File: config.mk
export PLATFORM = sky130hd
export DESIGN_NAME = sd_spi_responder
export DESIGN_NICKNAME = d
export VERILOG_FILES = /design/src/rtl/sd_spi_responder.sv
export SDC_FILE = /design/constraint.sdc
export NUM_CORES = 1
export LEC_CHECK = 0
export CORE_AREA = 2 2 135 137
export DETAILED_ROUTE_END_ITERATION = 10
export DIE_AREA = 0 0 137 139
export HOLD_SLACK_MARGIN = 0.03
export SYNTH_ARGS = -nofsm -noshare
export SYNTH_HDL_FRONTEND = slang
export SYNTH_SLANG_ARGS = --single-unit
export TNS_END_PERCENT = 10
File: constraint.sdc
create_clock -name clk -period 3.6 [get_ports clk]
set_clock_uncertainty 0.05 [all_clocks]
set_input_delay 0.36 -clock clk [delete_from_list [all_inputs] [get_ports clk]]
set_output_delay 0.36 -clock clk [all_outputs]
set_load 0.02 [all_outputs]
File: src/rtl/sd_spi_responder.sv
// sd_spi_responder: SPI-mode SD card responder (card side of the host init/read path).
// Oversamples the host's sd_ck on clk, decodes 48-bit command frames and answers with
// R1/R3/R7 responses and single 512-byte read blocks fetched through dat_req/dat_in.
// Optional build macro: SD_CRC_CHECK_EN -- verify the CRC7 of each command frame and
// answer a mismatch with an error R1 and no other effect.
module sd_spi_responder #(
    parameter int          INIT_RETRIES = 3,
    parameter int          NCR_BYTES    = 1,
    parameter logic [31:0] OCR_VALUE    = 32'hC0FF8000
) (
    input  logic        clk,
    input  logic        rst_n,
    input  logic        sd_ck,
    input  logic        sd_csn,
    input  logic        sd_mosi,
    output logic        sd_miso,
    output logic        init_done,
    output logic [31:0] blk_addr,
    output logic        dat_req,
    input  logic [7:0]  dat_in
);

    typedef enum logic [3:0] {
        ST_HUNT, ST_RX, ST_DECODE, ST_NCR, ST_RESP,
        ST_DGAP, ST_TOKEN, ST_DATA, ST_DCRC
    } state_t;

    localparam logic [6:0] NCR_BITS   = 7'(NCR_BYTES * 8);
    localparam logic [7:0] RETRY_LOAD = 8'(INIT_RETRIES);

    // Synchronizers; ck_sync_q[2] is the previous synchronized sd_ck for edge detection
    logic [2:0] ck_sync_q;
    logic [1:0] csn_sync_q;
    logic [1:0] mosi_sync_q;
    logic       csn_s, mosi_s, ck_rise, ck_fall;

    state_t      state_q, state_d;
    logic [45:0] rx_sr_q, rx_sr_d;
    logic [5:0]  rx_cnt_q, rx_cnt_d;
    logic        got_zero_q, got_zero_d;
    logic [39:0] out_sr_q, out_sr_d;
    logic [6:0]  bit_cnt_q, bit_cnt_d;
    logic [6:0]  resp_len_q, resp_len_d;
    logic        has_data_q, has_data_d;
    logic [8:0]  byte_cnt_q, byte_cnt_d;
    logic        miso_q, miso_d;
    logic        dat_req_q, dat_req_d;
    logic        idle_q, idle_d;
    logic [7:0]  acmd_cnt_q, acmd_cnt_d;
    logic        app_q, app_d;
    logic        init_done_q, init_done_d;
    logic [31:0] blk_addr_q, blk_addr_d;

    logic [5:0]  frm_cmd;
    logic [31:0] frm_arg;
    logic        crc_ok;
    logic [7:0]  r1_idle;
    logic [31:0] ocr_now;
    logic        last_bit;

    // Two-flop synchronizers for the host pins plus one extra stage of sd_ck for edges
    always_ff @(posedge clk or negedge rst_n) begin
        if (!rst_n) begin
            ck_sync_q   <= 3'b000;
            csn_sync_q  <= 2'b11;
            mosi_sync_q <= 2'b11;
        end else begin
            ck_sync_q   <= {ck_sync_q[1:0], sd_ck};
            csn_sync_q  <= {csn_sync_q[0], sd_csn};
            mosi_sync_q <= {mosi_sync_q[0], sd_mosi};
        end
    end

    assign csn_s   = csn_sync_q[1];
    assign mosi_s  = mosi_sync_q[1];
    assign ck_rise =  ck_sync_q[1] & ~ck_sync_q[2] & ~csn_s;
    assign ck_fall = ~ck_sync_q[1] &  ck_sync_q[2] & ~csn_s;

    // Frame fields once all 46 bits after start/transmission are shifted in
    assign frm_cmd  = rx_sr_q[45:40];
    assign frm_arg  = rx_sr_q[39:8];
    assign r1_idle  = {7'b0, idle_q};
    assign ocr_now  = {OCR_VALUE[31], ~idle_q, OCR_VALUE[29:0]};
    assign last_bit = (bit_cnt_q == 7'd1);

`ifdef SD_CRC_CHECK_EN
    function automatic logic [6:0] crc7(input logic [39:0] bits);
        logic [6:0] c;
        logic       fb;
        c = 7'h00;
        for (int i = 39; i >= 0; i--) begin
            fb = bits[i] ^ c[6];
            c  = {c[5:0], 1'b0};
            if (fb) c = c ^ 7'h09;
        end
        return c;
    endfunction

    assign crc_ok = (crc7({2'b01, frm_cmd, frm_arg}) == rx_sr_q[7:1]);
`else
    assign crc_ok = 1'b1;
`endif

    // Next-state logic: frame reception, command decode and bit-serial response shifting
    always_comb begin
        state_d     = state_q;
        rx_sr_d     = rx_sr_q;
        rx_cnt_d    = rx_cnt_q;
        got_zero_d  = got_zero_q;
        out_sr_d    = out_sr_q;
        bit_cnt_d   = bit_cnt_q;
        resp_len_d  = resp_len_q;
        has_data_d  = has_data_q;
        byte_cnt_d  = byte_cnt_q;
        miso_d      = miso_q;
        dat_req_d   = 1'b0;
        idle_d      = idle_q;
        acmd_cnt_d  = acmd_cnt_q;
        app_d       = app_q;
        init_done_d = init_done_q;
        blk_addr_d  = blk_addr_q;

        // The byte requested on the previous clk lands in the top of the shifter
        if (dat_req_q) out_sr_d[39:32] = dat_in;

        if (csn_s) begin
            state_d    = ST_HUNT;
            miso_d     = 1'b1;
            got_zero_d = 1'b0;
        end else begin
            case (state_q)
                ST_HUNT: begin
                    if (ck_fall) miso_d = 1'b1;
                    if (ck_rise) begin
                        if (!mosi_s) begin
                            got_zero_d = 1'b1;
                        end else if (got_zero_q) begin
                            got_zero_d = 1'b0;
                            rx_cnt_d   = 6'd0;
                            state_d    = ST_RX;
                        end
                    end
                end
                ST_RX: begin
                    if (ck_fall) miso_d = 1'b1;
                    if (ck_rise) begin
                        rx_sr_d  = {rx_sr_q[44:0], mosi_s};
                        rx_cnt_d = rx_cnt_q + 6'd1;
                        // Last bit is the stop bit; a 0 there drops the frame silently
                        if (rx_cnt_q == 6'd45) state_d = mosi_s ? ST_DECODE : ST_HUNT;
                    end
                end
                ST_DECODE: begin
                    state_d    = ST_NCR;
                    bit_cnt_d  = NCR_BITS;
                    resp_len_d = 7'd8;
                    has_data_d = 1'b0;
                    out_sr_d   = {r1_idle | 8'h04, 32'h0};
                    if (!crc_ok) begin
                        out_sr_d = {r1_idle | 8'h08, 32'h0};
                    end else begin
                        app_d = 1'b0;
                        case (frm_cmd)
                            6'd0: begin
                                out_sr_d    = {8'h01, 32'h0};
                                idle_d      = 1'b1;
                                init_done_d = 1'b0;
                                acmd_cnt_d  = RETRY_LOAD;
                            end
                            6'd8: begin
                                out_sr_d   = {r1_idle, 20'h0, frm_arg[11:0]};
                                resp_len_d = 7'd40;
                            end
                            6'd55: begin
                                out_sr_d = {r1_idle, 32'h0};
                                app_d    = 1'b1;
                            end
                            6'd41: begin
                                if (app_q) begin
                                    if (acmd_cnt_q != 8'd0) begin
                                        acmd_cnt_d = acmd_cnt_q - 8'd1;
                                        out_sr_d   = {8'h01, 32'h0};
                                    end else begin
                                        out_sr_d    = {8'h00, 32'h0};
                                        idle_d      = 1'b0;
                                        init_done_d = 1'b1;
                                    end
                                end
                            end
                            6'd58: begin
                                out_sr_d   = {r1_idle, ocr_now};
                                resp_len_d = 7'd40;
                            end
                            6'd17: begin
                                if (idle_q) begin
                                    out_sr_d = {8'h05, 32'h0};
                                end else begin
                                    out_sr_d   = {8'h00, 32'h0};
                                    blk_addr_d = frm_arg;
                                    has_data_d = 1'b1;
                                end
                            end
                            default: ;
                        endcase
                    end
                end
                ST_NCR: begin
                    if (ck_fall) begin
                        miso_d    = 1'b1;
                        bit_cnt_d = bit_cnt_q - 7'd1;
                        if (last_bit) begin
                            state_d   = ST_RESP;
                            bit_cnt_d = resp_len_q;
                        end
                    end
                end
                ST_RESP: begin
                    if (ck_fall) begin
                        miso_d    = out_sr_q[39];
                        out_sr_d  = {out_sr_q[38:0], 1'b0};
                        bit_cnt_d = bit_cnt_q - 7'd1;
                        if (last_bit) begin
                            state_d   = has_data_q ? ST_DGAP : ST_HUNT;
                            bit_cnt_d = 7'd8;
                        end
                    end
                end
                ST_DGAP: begin
                    if (ck_fall) begin
                        miso_d    = 1'b1;
                        bit_cnt_d = bit_cnt_q - 7'd1;
                        if (last_bit) begin
                            state_d   = ST_TOKEN;
                            bit_cnt_d = 7'd8;
                            out_sr_d  = {8'hFE, 32'h0};
                        end
                    end
                end
                ST_TOKEN: begin
                    if (ck_fall) begin
                        miso_d    = out_sr_q[39];
                        out_sr_d  = {out_sr_q[38:0], 1'b0};
                        bit_cnt_d = bit_cnt_q - 7'd1;
                        if (last_bit) begin
                            state_d    = ST_DATA;
                            bit_cnt_d  = 7'd8;
                            byte_cnt_d = 9'd0;
                            dat_req_d  = 1'b1;
                        end
                    end
                end
                ST_DATA: begin
                    if (ck_fall) begin
                        miso_d    = out_sr_q[39];
                        out_sr_d  = {out_sr_q[38:0], 1'b0};
                        bit_cnt_d = bit_cnt_q - 7'd1;
                        if (last_bit) begin
                            bit_cnt_d  = 7'd8;
                            byte_cnt_d = byte_cnt_q + 9'd1;
                            // No request after the final byte: 512 requests per block
                            if (byte_cnt_q == 9'd511) begin
                                state_d   = ST_DCRC;
                                bit_cnt_d = 7'd16;
                            end else begin
                                dat_req_d = 1'b1;
                            end
                        end
                    end
                end
                ST_DCRC: begin
                    if (ck_fall) begin
                        miso_d    = 1'b1;
                        bit_cnt_d = bit_cnt_q - 7'd1;
                        if (last_bit) state_d = ST_HUNT;
                    end
                end
                default: state_d = ST_HUNT;
            endcase
        end
    end

    // State and card-status registers
    always_ff @(posedge clk or negedge rst_n) begin
        if (!rst_n) begin
            state_q     <= ST_HUNT;
            rx_sr_q     <= '0;
            rx_cnt_q    <= '0;
            got_zero_q  <= 1'b0;
            out_sr_q    <= '0;
            bit_cnt_q   <= '0;
            resp_len_q  <= 7'd8;
            has_data_q  <= 1'b0;
            byte_cnt_q  <= '0;
            miso_q      <= 1'b1;
            dat_req_q   <= 1'b0;
            idle_q      <= 1'b1;
            acmd_cnt_q  <= RETRY_LOAD;
            app_q       <= 1'b0;
            init_done_q <= 1'b0;
            blk_addr_q  <= '0;
        end else begin
            state_q     <= state_d;
            rx_sr_q     <= rx_sr_d;
            rx_cnt_q    <= rx_cnt_d;
            got_zero_q  <= got_zero_d;
            out_sr_q    <= out_sr_d;
            bit_cnt_q   <= bit_cnt_d;
            resp_len_q  <= resp_len_d;
            has_data_q  <= has_data_d;
            byte_cnt_q  <= byte_cnt_d;
            miso_q      <= miso_d;
            dat_req_q   <= dat_req_d;
            idle_q      <= idle_d;
            acmd_cnt_q  <= acmd_cnt_d;
            app_q       <= app_d;
            init_done_q <= init_done_d;
            blk_addr_q  <= blk_addr_d;
        end
    end

    assign sd_miso   = miso_q;
    assign init_done = init_done_q;
    assign blk_addr  = blk_addr_q;
    assign dat_req   = dat_req_q;

endmodule

==> metrics.txt <==
Ports 48; area added between synthesis and finish 15.9%; worst vdd ir 376 uV; top-area cell type share of the netlist area 51.1%; # rows 49; post-synth top area cell dfrtp_1; Core Area 17700 sq um; Layout Cells excl Fill 921; worst reg2reg setup slack ~0.75 ns; sequential area share after synthesis between 50% and 60%; RR Endpoint rx_sr_q[12]$_DFFE_PN0P_; count leader, synth dfrtp_1; Worst R2R Start state_q[0]$_DFFE_PN0P_; top post-synthesis cells by count dfrtp_1, mux2_2, mux2_4; hold path cells 1; vias in the first global route 5147; CTS tree done; via count 5112; Num CTS Buffers 17; Max FO, Critical Path 51; max-cap check violation count 0; clock tree buffer depth 2; vias per inst 5.55; drc violations 0; global-route wire length before repair 25900 microns; drt first pass iters 4; nets 700; dpl cells 888; post-synth cell types 59; Crit Path Class flop to flop; grt ovf 0; Die Y 139 microns; die area 19000 sq um; gpl congestion 0.819; Hold EP mosi_sync_q[0]$_DFF_PN1_; setup TNS 0 ns; Initial Util roughly 44%; YS warnings 0; Port Buffers 47; diode count 0; Critical Path Sink Type flop; post-CTS setup buffer count 0; Logic pwr share 5.5%; HPWL Detailed 9480 microns; Final Cycle Share just under 80%; synth top area cells dfrtp_1, mux2_4, mux2_2, dfstp_2, o21ai_0; cell area power density ~440 nW/um^2; Synth Instances 644; Worst setup SP type flop; Tmin final 2.85 ns; worst-margin pin slew 1.14 ns; Critical Path RT 3.85 ns; Worst R2R Path Depth 3; post-route ant nets 0; mean post-synth cell area 12.1 sq um; share of cells above drive strength 1 22.1%; total clock sinks 167; Die X roughly 140 microns; largest net degree at the start of global routing 90; Psw between 900 and 1000 uW; ys async rst share 100%; Primary FF master, synth dfrtp_1; Final Hold Fails 0; worst hold path class input pin to flop; Root Buffer clkbuf_16; WP data arrival around 3.1 ns; Avg WL per Cell approximately 16 microns; initial antenna violation count 0; syn nets 665; FF+latch count, synth 167; Finish-stage setup viols 0; number of synthesized flops with an enable pin 0; Max Freq 351 MHz; status finished, final reports clean; Clk network pwr share a little under half; Flop pwr share 48.8%; 1st-iter DRT viols 314; Worst-path clk slew 0.06 ns; fin. max-slew vios 0; GRT Util Overall 16.9%; cell area after synthesis ~7800 sq um; HP Start sd_mosi; Worst slew margin 24.0%; Static Leakage 0.00430 uW; Switching Share 23.0%; H-tree Lvls 4; internal power slightly above 3000 uW; final WL between 15000 and 20000 microns; Clock Latency Late Sink 0.42 ns; RSZ-0062 raised after global routing false
## per-stage QoR
| stage | power [uW] | area [sq um] | setup WS (ns) | hold slack, ns | utilization, % |
|---|---|---|---|---|---|
| after floorplan | 2110 | 7790 | 1.16 | 0.0144 | - |
| after global placement | 2190 | 8420 | 0.831 | 0.288 | 47.7 |
| after detailed placement | 2200 | 8420 | 0.800 | 0.295 | 47.7 |
| after CTS | 4040 | 9030 | 0.780 | 0.274 | 51.1 |
| after global routing | 4160 | 9030 | 0.475 | 0.272 | 51.1 |
| final | 3980 | 9030 | 0.747 | 0.292 | 51.1 |
## metal layers
layer	global-route usage, %	part of all wire, %	vias up
met5	0	0	-
met4	5.91	1.6	0
met3	4.20	3.9	22
met2	25.5	46	88
met1	23.8	48	2584
li1	-	-	2418
## final cells by class
type                       count  area, sq um
clock buffer                  20          457
clock inverter                12          140
fill                        1536         8630
inverter                      25         93.8
multi-input combinational    414         3320
sequential                   167         4190
tap                          229          287
timing repair buffer          54          539
## critical path: stages (launching register included)
cell and delay [ns]:
dfrtp_1 0.70, or4b_4 0.58, or4b_4 0.92, mux2_4 0.44
## power groups by stage
stage / Sequential, uW / Combinational (uW) / Clock, uW
finish: 1950 / 218 / 1820
detailed placement: 1980 / 219 / 0
global route: 1950 / 248 / 1960
CTS: 1950 / 222 / 1870
floorplan: 1960 / 151 / 0
global placement: 1980 / 215 / 0
## cells by family after synthesis
| group | Yosys count | synth area share [%] |
|---|---|---|
| flops | 167 | 53.8 |
| compound gates | 148 | 12.6 |
| simple gates | 144 | 10.2 |
| mux | 112 | 18.2 |
| buf+inv | 63 | 3.69 |
| fa+ha+maj | 8 | 1.28 |
| xor+xnor | 2 | 0.225 |
## flip-flops by register name, summed over array words and instances (netlist names)
name / cells
got_zero_q: 1
out_sr_q: 40
sd_miso: 1
acmd_cnt_q: 8
byte_cnt_q: 9
resp_len_q: 1
dat_req: 1
app_q: 1
rx_sr_q: 46
blk_addr: 32
idle_q: 1
bit_cnt_q: 7
init_done: 1
state_q: 4
ck_sync_q: 3
csn_sync_q: 2
mosi_sync_q: 2
rx_cnt_q: 6
has_data_q: 1
## how the worst max path moves through the flow
stage / start / depth (start not counted) / to
global route: byte_cnt_q[0]$_DFFE_PN0P_ / 9 / state_q[1]$_DFFE_PN0P_
finish: state_q[0]$_DFFE_PN0P_ / 3 / rx_sr_q[12]$_DFFE_PN0P_
global placement: state_q[0]$_DFFE_PN0P_ / 3 / rx_sr_q[45]$_DFFE_PN0P_
floorplan: byte_cnt_q[0]$_DFFE_PN0P_ / 9 / state_q[1]$_DFFE_PN0P_
CTS: state_q[0]$_DFFE_PN0P_ / 3 / rx_sr_q[12]$_DFFE_PN0P_
detailed placement: state_q[0]$_DFFE_PN0P_ / 3 / rx_sr_q[10]$_DFFE_PN0P_
## repair_timing
action | in CTS | in global routing
hold endpoints to repair | 80 | 0
hold buffers | 1 | 0
resized for setup | 0 | 0
setup endpoints to repair | 0 | 0
## cells in the final DEF, fill, tap and decap left out, types with 14 or more instances in the layout
cell / n
clkbuf_16: 17
nand2_1: 31
dfrtp_1: 159
mux2i_1: 15
a22o_1: 22
mux2_4: 46
nand3_1: 14
inv_1: 25
clkdlybuf4s50_1: 46
mux2_2: 51
a21oi_1: 33
nor2_1: 24
o21ai_0: 39
Note: power is estimated with default switching activity, not from simulation.
==> RTL edit: new RTL, same flow settings <==
Add a define of `SD_CRC_CHECK_EN`.
--- a/src/rtl/sd_spi_responder.sv
+++ b/src/rtl/sd_spi_responder.sv
@@ -4,4 +4,6 @@
 // Optional build macro: SD_CRC_CHECK_EN -- verify the CRC7 of each command frame and
 // answer a mismatch with an error R1 and no other effect.
+`define SD_CRC_CHECK_EN
+
 module sd_spi_responder #(
     parameter int          INIT_RETRIES = 3,
Function: no difference found for any inputs over 4 cycles, from zero or initial values and one cycle with rst_n low; that may be too few to reach the edited logic, so the function may still have changed.
==> RTL edit against the original RTL <==
Combinational power rose by 52%. Area after synthesis grew 9.9%. Power rose by 4.0%. Sequential share of layout area decreased by 4.3 points. Setup slack lost 0.59 ns. Final area is 10% higher. Sequential cell count is the same. Wire length is 19% higher. First-iteration DRC count is 25% higher. Critical endpoint is now blk_addr[31]$_DFFE_PN0P_.
==> RTL edit: results (changes against the original RTL) <==
CP max FO 13 (was 51); Distinct cells, synth 71 (was 59); hold_ws 0.0293 ns (was 0.292 ns); synth top area cells dfrtp_1 46%, xnor3_1 5.3%, mux2_2 5.1% (was dfrtp_1 51%, mux2_4 8.9%, mux2_2 7.4%); Final nets 807 (was 700); leakage 4.59 nW (was 4.30 nW); FILL cells 1471 (was 1536); delay-heaviest family, CP XOR/XNOR gates (was simple AND/OR/NAND/NOR gates); Place WS 0.125 ns (was 0.800 ns); syn avg cell area 11.6 µm² (was 12.1 µm²); wire per inst 17.4 µm (was 16.4 µm); final weighted congestion in routability-driven placement 0.858 (was 0.819); met2 routed WL 8520 µm (was 6970 µm); buffer share of cell area 6.67% (was 5.97%); worst reg-to-reg path cell count 9 (was 3); met1 Use GR 28.2% (was 23.8%); vias in the first global route 5963 (was 5147); placed cells 996 (was 888); leading cell types by count after synthesis 159 x dfrtp_1, 58 x o21ai_0, 56 x nand2_1 (was 159 x dfrtp_1, 51 x mux2_2, 46 x mux2_4); WL met3 523 µm (was 585 µm); clock buf count 18 (was 20); metal1 wirelength 8590 µm (was 7300 µm); post-synthesis sequential area ratio 48.9% (was 53.8%); routing usage on met2 31.6% (was 25.5%); Via Count 5731 (was 5112); post-synthesis compound-gate area fraction 13.5% (was 12.6%); status finished clean (unchanged); layout cells sized above 1 19.6% (was 22.1%); RR Endpoint blk_addr[31]$_DFFE_PN0P_ (was rx_sr_q[12]$_DFFE_PN0P_)
RTL edit: cell types whose count changed in the layout (fill, tap and decap cells not counted), moves of 6 or more:
cell     before  now
a21oi_1      33   17
a22oi_1       0   12
buf_4         5   23
mux2_2       51   39
mux2_4       46   29
nand2_1      31   56
nor2_1       24   42
nor3_1        9   17
o21ai_0      39   58
o22ai_1       7    1
xnor2_1       0   27
xnor3_1       0   19
RTL edit: cell families (layout without fill, tap and decap cells):
logic type / Yosys count / in the layout
and+or+nand+nor: 195 / 195
DFF: 167 / 167
buffers and inverters: 63 / 125
adders and majority gates: 8 / 8
muxes: 79 / 79
AOI/OAI and AO/OA: 166 / 166
xor gates and xnor gates: 59 / 59
RTL edit: where the power goes:
part	internal, mW	switching, mW
combinational	0.116	0.215
clock	1.06	0.801
sequential	1.91	0.0377
total	3.09	1.05
RTL edit: repair_timing:
| item | CTS | global route |
|---|---|---|
| setup buffers | 0 | 0 |
| resized for setup | 0 | 5 |
| setup endpoints to repair | 0 | 7 |
